==> src/rtl/dlfloat16_seq_div.sv <==
`default_nettype none
// ============================================================================
// Module   : dlfloat16_seq_div
// Brief    : Sequential DLFloat16 divider (restoring, one quotient bit per
//            cycle) with valid/ready handshakes on both sides. Special
//            operands (zero, NaN) short-circuit straight to the result.
//            Truncating rounding, no subnormals.
// Revision : 1.0  initial release
// ============================================================================
module dlfloat16_seq_div (
    input  logic        clk,
    input  logic        rst,
    input  logic        in_valid,
    output logic        in_ready,
    input  logic [15:0] a,
    input  logic [15:0] b,
    output logic        out_valid,
    input  logic        out_ready,
    output logic [15:0] result,
    output logic        flag_ovf,
    output logic        flag_unf,
    output logic        flag_dz,
    output logic        flag_nan
);

    localparam logic [1:0]  S_IDLE = 2'd0;
    localparam logic [1:0]  S_DIV  = 2'd1;
    localparam logic [1:0]  S_NORM = 2'd2;
    localparam logic [1:0]  S_DONE = 2'd3;

    localparam logic [3:0]  C_LAST_STEP = 4'd10;    // 11 quotient bits: steps 0..10
    localparam logic [5:0]  C_EXP_ALL1  = 6'h3F;
    localparam logic [8:0]  C_FRAC_ALL1 = 9'h1FF;
    localparam logic [14:0] C_MAX_MAG   = 15'h7DFF;
    localparam logic [15:0] C_NAN       = 16'h7FFF;
    localparam logic signed [7:0] C_EXP_HI = 8'sd62;
    localparam logic signed [7:0] C_EXP_LO = 8'sd1;

    logic [1:0]  r_state;
    logic [3:0]  r_cnt;
    logic [10:0] r_rem;       // partial remainder, always < 2*mb
    logic [10:0] r_quo;       // quotient bits shifted in MSB-first
    logic [9:0]  r_mb;        // divisor mantissa with hidden one
    logic [5:0]  r_ea;
    logic [5:0]  r_eb;
    logic        r_sign;
    logic        r_in_ready;
    logic        r_out_valid;
    logic [15:0] r_result;
    logic        r_ovf;
    logic        r_unf;
    logic        r_dz;
    logic        r_nan;

    // Operand classification, evaluated directly on the input ports
    logic w_a_zero;
    logic w_b_zero;
    logic w_a_nan;
    logic w_b_nan;
    logic w_sign_in;
    logic w_accept;
    logic w_bypass;

    assign w_a_zero  = (a[14:9] == 6'd0);
    assign w_b_zero  = (b[14:9] == 6'd0);
    assign w_a_nan   = (a[14:9] == C_EXP_ALL1) && (a[8:0] == C_FRAC_ALL1);
    assign w_b_nan   = (b[14:9] == C_EXP_ALL1) && (b[8:0] == C_FRAC_ALL1);
    assign w_sign_in = a[15] ^ b[15];
    assign w_accept  = in_valid && r_in_ready;
    assign w_bypass  = w_a_zero || w_b_zero || w_a_nan || w_b_nan;

    // One restoring step: subtract if the remainder covers the divisor,
    // then shift. Both branches leave a value below mb, so bit 10 is free
    // for the shift and the remainder never needs a 12th bit.
    logic        w_ge;
    logic [10:0] w_sub;
    logic [10:0] w_rem_next;
    logic [10:0] w_quo_next;

    assign w_ge       = (r_rem >= {1'b0, r_mb});
    assign w_sub      = r_rem - {1'b0, r_mb};
    assign w_rem_next = w_ge ? {w_sub[9:0], 1'b0} : {r_rem[9:0], 1'b0};
    assign w_quo_next = {r_quo[9:0], w_ge};

    // Normalisation: quotient is in [512, 2047]; bit 10 decides whether the
    // leading one sits one position higher (adds one to the exponent).
    logic signed [7:0] w_exp;
    logic [8:0]        w_frac;
    logic              w_ovf;
    logic              w_unf;

    assign w_exp  = $signed({2'b00, r_ea}) - $signed({2'b00, r_eb})
                  + (r_quo[10] ? 8'sd31 : 8'sd30);
    assign w_frac = r_quo[10] ? r_quo[9:1] : r_quo[8:0];
    assign w_ovf  = (w_exp > C_EXP_HI);
    assign w_unf  = (w_exp < C_EXP_LO);

    // Control FSM, datapath and registered outputs
    always_ff @(posedge clk) begin
        if (rst) begin
            r_state     <= S_IDLE;
            r_cnt       <= 4'd0;
            r_rem       <= 11'd0;
            r_quo       <= 11'd0;
            r_mb        <= 10'd0;
            r_ea        <= 6'd0;
            r_eb        <= 6'd0;
            r_sign      <= 1'b0;
            r_in_ready  <= 1'b1;
            r_out_valid <= 1'b0;
            r_result    <= 16'h0000;
            r_ovf       <= 1'b0;
            r_unf       <= 1'b0;
            r_dz        <= 1'b0;
            r_nan       <= 1'b0;
        end else begin
            case (r_state)
                S_IDLE: begin
                    if (w_accept) begin
                        r_in_ready <= 1'b0;
                        r_sign     <= w_sign_in;
                        r_ea       <= a[14:9];
                        r_eb       <= b[14:9];
                        r_mb       <= {1'b1, b[8:0]};
                        r_rem      <= {2'b01, a[8:0]};
                        r_quo      <= 11'd0;
                        r_cnt      <= 4'd0;
                        if (w_bypass) begin
                            r_state     <= S_DONE;
                            r_out_valid <= 1'b1;
                            // NaN dominates, then divide-by-zero, then zero dividend
                            if (w_a_nan || w_b_nan || (w_a_zero && w_b_zero)) begin
                                r_result <= C_NAN;
                                r_nan    <= 1'b1;
                            end else if (w_b_zero) begin
                                r_result <= C_NAN;
                                r_dz     <= 1'b1;
                            end else begin
                                r_result <= {w_sign_in, 15'd0};
                            end
                        end else begin
                            r_state <= S_DIV;
                        end
                    end
                end
                S_DIV: begin
                    r_rem <= w_rem_next;
                    r_quo <= w_quo_next;
                    if (r_cnt == C_LAST_STEP) begin
                        r_state <= S_NORM;
                    end else begin
                        r_cnt <= r_cnt + 4'd1;
                    end
                end
                S_NORM: begin
                    r_state     <= S_DONE;
                    r_out_valid <= 1'b1;
                    if (w_ovf) begin
                        r_result <= {r_sign, C_MAX_MAG};
                        r_ovf    <= 1'b1;
                    end else if (w_unf) begin
                        r_result <= {r_sign, 15'd0};
                        r_unf    <= 1'b1;
                    end else begin
                        r_result <= {r_sign, w_exp[5:0], w_frac};
                    end
                end
                S_DONE: begin
                    if (out_ready) begin
                        r_state     <= S_IDLE;
                        r_in_ready  <= 1'b1;
                        r_out_valid <= 1'b0;
                        r_result    <= 16'h0000;
                        r_ovf       <= 1'b0;
                        r_unf       <= 1'b0;
                        r_dz        <= 1'b0;
                        r_nan       <= 1'b0;
                    end
                end
                default: begin
                    r_state <= S_IDLE;
                end
            endcase
        end
    end

    assign in_ready  = r_in_ready;
    assign out_valid = r_out_valid;
    assign result    = r_result;
    assign flag_ovf  = r_ovf;
    assign flag_unf  = r_unf;
    assign flag_dz   = r_dz;
    assign flag_nan  = r_nan;

endmodule
`default_nettype wire

==> config.mk <==
export PLATFORM = sky130hd
export DESIGN_NAME = dlfloat16_seq_div
export DESIGN_NICKNAME = d
export VERILOG_FILES = /design/src/rtl/dlfloat16_seq_div.sv
export SDC_FILE = /design/constraint.sdc
export NUM_CORES = 1
export LEC_CHECK = 0
export BUFFER_PORTS_ARGS = -buffer_cell sky130_fd_sc_hd__buf_2
export CAP_MARGIN = 20
export CELL_PAD_IN_SITES_DETAIL_PLACEMENT = 1
export CELL_PAD_IN_SITES_GLOBAL_PLACEMENT = 1
export CORE_MARGIN = 5
export CORE_UTILIZATION = 39
export CTS_CLUSTER_DIAMETER = 100
export DETAILED_ROUTE_END_ITERATION = 8
export GPL_ROUTABILITY_DRIVEN = 1
export GPL_TIMING_DRIVEN = 0
export HOLD_SLACK_MARGIN = 0.06
export PLACE_DENSITY_LB_ADDON = 0.1
export SYNTH_ARGS = -nofsm -noshare
export SYNTH_HDL_FRONTEND = slang
export SYNTH_SLANG_ARGS = --single-unit
==> constraint.sdc <==
create_clock -name clk -period 2.7 [get_ports clk]
set_input_delay 0.54 -clock clk [delete_from_list [all_inputs] [get_ports clk]]
set_output_delay 0.54 -clock clk [all_outputs]
set_load 0.02 [all_outputs]
==> summary.md <==
| Metric | Value |
|---|---|
| Status | `finished with violations` |
| Failing checks | `setup timing` |
| Fin crit share | `1.04` |
| Die Y | `between 100 and 150 um` |
| Syn_area_per_cell | `about 8 um2` |
| Highest clock rate | `356 MHz` |
| Wire length per cell | `roughly 18 um` |
| Residual DRC | `0` |
| Worst setup startpoint | `r_ea[0]` |
| CTS Buf Count | `9` |
| Largest net degree at the start of global routing | `14` |
| Synth async-reset ratio | `0` |
| N_diodes | `0` |
| Post-synth EDFFs | `0` |
| Worst Path Required | `2.98 ns` |
| Worst-path fanout max | `5` |
| Post-synthesis sequential area ratio | `0.348` |
| Top cell type by total area after synthesis | `dfxtp_1` |
| Worst Hold Class | `in2reg` |
| Ys Warns | `0` |
| Hpwl dp | `10,100 um` |
| H-tree depth | `3` |
| Clock Sinks | `73` |
| #FFs+latches synth | `73` |
| Vias in the first global route | `4,262` |
| Fin. max-slew vios | `0` |
| Worst Hold Launch | `b[1]` |
| Setup TNS | `-1.29 ns` |
| Clock Path Buffers | `2` |
| Clk slew on worst S/H paths | `0.09 ns` |
| Min Tclk post-route | `2.81 ns` |
| CP startpoint kind | `register` |
| Initial antenna violation count | `0` |
| Worst slew pin tran | `slightly above 0.8 ns` |
| Synth area leaders | `dfxtp_1, ha_1, a21oi_1, nand2_1, nor2_1` |
| Die width | `114 um` |
| Mapped Area | `0.00420 mm2` |
| Synth Instances | `524` |
| Pwr/cell area | `1370 mW/mm2` |
| Via count | `between 4k and 5k` |
| Post-synth top cells | `dfxtp_1, nand2_1, nor2_1, a21oi_1, inv_1` |
| CP arrival | `3.09 ns` |
| Final setup fails | `15` |
| Top-area cell type share of the netlist area | `0.348` |
| Fin worst setup slack | `-0.112 ns` |
| Global-route wire length before repair | `approximately 22,000 um` |
| Clk pwr share | `0.135` |
| Worst-Skew Late Latency | `0.35 ns` |
| CTS tree | `yes` |
| Hold Vio Cnt, Final | `0` |
| Share of cells above drive strength 1 | `0.237` |
| DR vias/cell | `5.56` |
| Fin area | `0.00531 mm2` |
| Syn Nets | `587` |
| Most common cell in the synthesized netlist | `dfxtp_1` |
| Routability cong. | `roughly 0.84` |
| Leakage Power | `around 2.1 nW` |
| Net switching power | `approximately 0.0034 W` |
| Relative slew slack | `0.446` |
| Combinational Power Share | `0.650` |
| Flop2flop setup slack | `-0.11 ns` |
| ANT nets after route | `0` |
| Critical path class | `reg2reg` |
| Num rows | `37` |
| Nets | `674` |
| Flop pwr share | `0.216` |
| Post-synth cell types | `60` |
| Max-cap check violation count | `0` |
| Final Skew | `roughly 0.014 ns` |
| Reg2Reg Launch Point | `r_ea[0]` |
| # IOs | `58` |
| Final core utilization | `0.509` |
| Cell Area, Placed | `0.00465 mm2` |
| Peak VDD IR | `between 900 and 1000 uV` |
| Cell internal pwr | `between 0.003 and 0.004 W` |
| GRT overflow | `0` |
| Total track usage | `0.212` |
| Top FF cell, synth | `dfxtp_1` |
| # port buffers | `57` |
| Die area | `0.0129 mm2` |
| Starting DRT DRC Count | `217` |
| Crit end category | `register` |
| Core area | `0.0104 mm2` |
| Sw frac | `0.472` |
| Setup repair after global routing missed its margin | `true` |
| # fillers | `1,301` |
| Clk Tree Root Cell | `clkbuf_8` |
| P&R area growth vs syn | `26.4%` |
| Initial cell density of the core | `0.403` |
| Final wirelength | `13,800 um` |
| Drt first pass iters | `4` |
-- registers in the layout (all words and copies together), names as in the netlist --
register,cells
r_cnt,4
flag_ovf,1
flag_unf,1
flag_nan,1
flag_dz,1
r_sign,1
r_rem,11
result,16
out_valid,1
r_eb,6
r_quo,11
r_ea,6
r_mb,10
r_state,2
in_ready,1
-- cells in the final DEF (no fill, tap or decap), drive strengths merged, types with 17 or more instances in the layout --
| cell | count |
|---|---|
| mux2i | 17 |
| a21oi | 46 |
| dfxtp | 73 |
| ha | 25 |
| o21ai | 25 |
| a211oi | 18 |
| buf | 79 |
| nor2 | 60 |
| clkbuf | 30 |
| nand2 | 62 |
| inv | 35 |
-- kinds of logic after synthesis --
logic type,after synthesis,share of synthesized area
mux,19,0.0459
fa+ha+maj,28,0.0868
flops,73,0.348
buf+inv,57,0.0537
xor+xnor,14,0.0328
simple gates,190,0.207
compound gates,143,0.225
-- power groups by stage --
stage               Clock, W  Combinational, W  Sequential [W]
floorplan                  0           0.00259         0.00171
global placement           0           0.00362         0.00157
detailed placement         0           0.00374         0.00158
CTS                 0.000992           0.00420         0.00156
global route         0.00105           0.00514         0.00160
finish              0.000975           0.00471         0.00156
-- final cells by class --
| type | count | area [um2] | share of cell area |
|---|---|---|---|
| clock inverter | 6 | 90.1 | 0.0170 |
| tap | 136 | 170 | 0.0321 |
| multi-input combinational | 394 | 2740 | 0.517 |
| buffer | 23 | 109 | 0.0205 |
| sequential | 73 | 1460 | 0.276 |
| clock buffer | 10 | 128 | 0.0241 |
| timing repair buffer | 76 | 473 | 0.0892 |
| inverter | 34 | 128 | 0.0241 |
-- critical path, stage by stage (launching register included) --
cell and delay, ns:
dfxtp_2 0.33, inv_2 0.04, ha_4 0.15, fa_2 0.58, ha_4 0.18, nor3b_4 0.21
mux2i_4 0.11, buf_6 0.14, nor4_4 0.28, nor3_2 0.10, o21ba_4 0.26, buf_4 0.15
a211oi_2 0.20
-- final timing paths --
path / end / cells after the start
worst min-delay path: r_mb[1] / 3
worst min register to register: r_eb[3] / 2
worst max-delay path: result[10] / 12
worst max register to register: result[10] / 12
-- routing by layer --
metal / part of all wire / up-vias / wire length (um) / track usage
met4: 0.018 / 0 / 248 / 0.0697
met1: 0.43 / 2045 / 6010 / 0.265
met3: 0.040 / 16 / 558 / 0.0281
met2: 0.51 / 85 / 7000 / 0.376
met5: 0 / - / 0 / 0
li1: - / 2037 / - / -
-- through the flow --
stage	total power (W)	cells	worst slack (ns)	hold WS (ns)
floorplan	0.00430	524	0.0108	0.435
global placement	0.00519	717	-0.326	0.446
detailed placement	0.00532	717	-0.367	0.449
CTS	0.00676	742	-0.0137	0.436
global route	0.00779	752	-0.222	0.446
finish	0.00724	752	-0.112	0.445
-- what timing repair did --
action	CTS	global route
buffers inserted	8	9
hold buffers	0	0
resized for setup	34	22
endpoints found under the setup margin	37	47
pin swaps	12	15
cloned	1	1
Power figures use the tool's default switching activity.
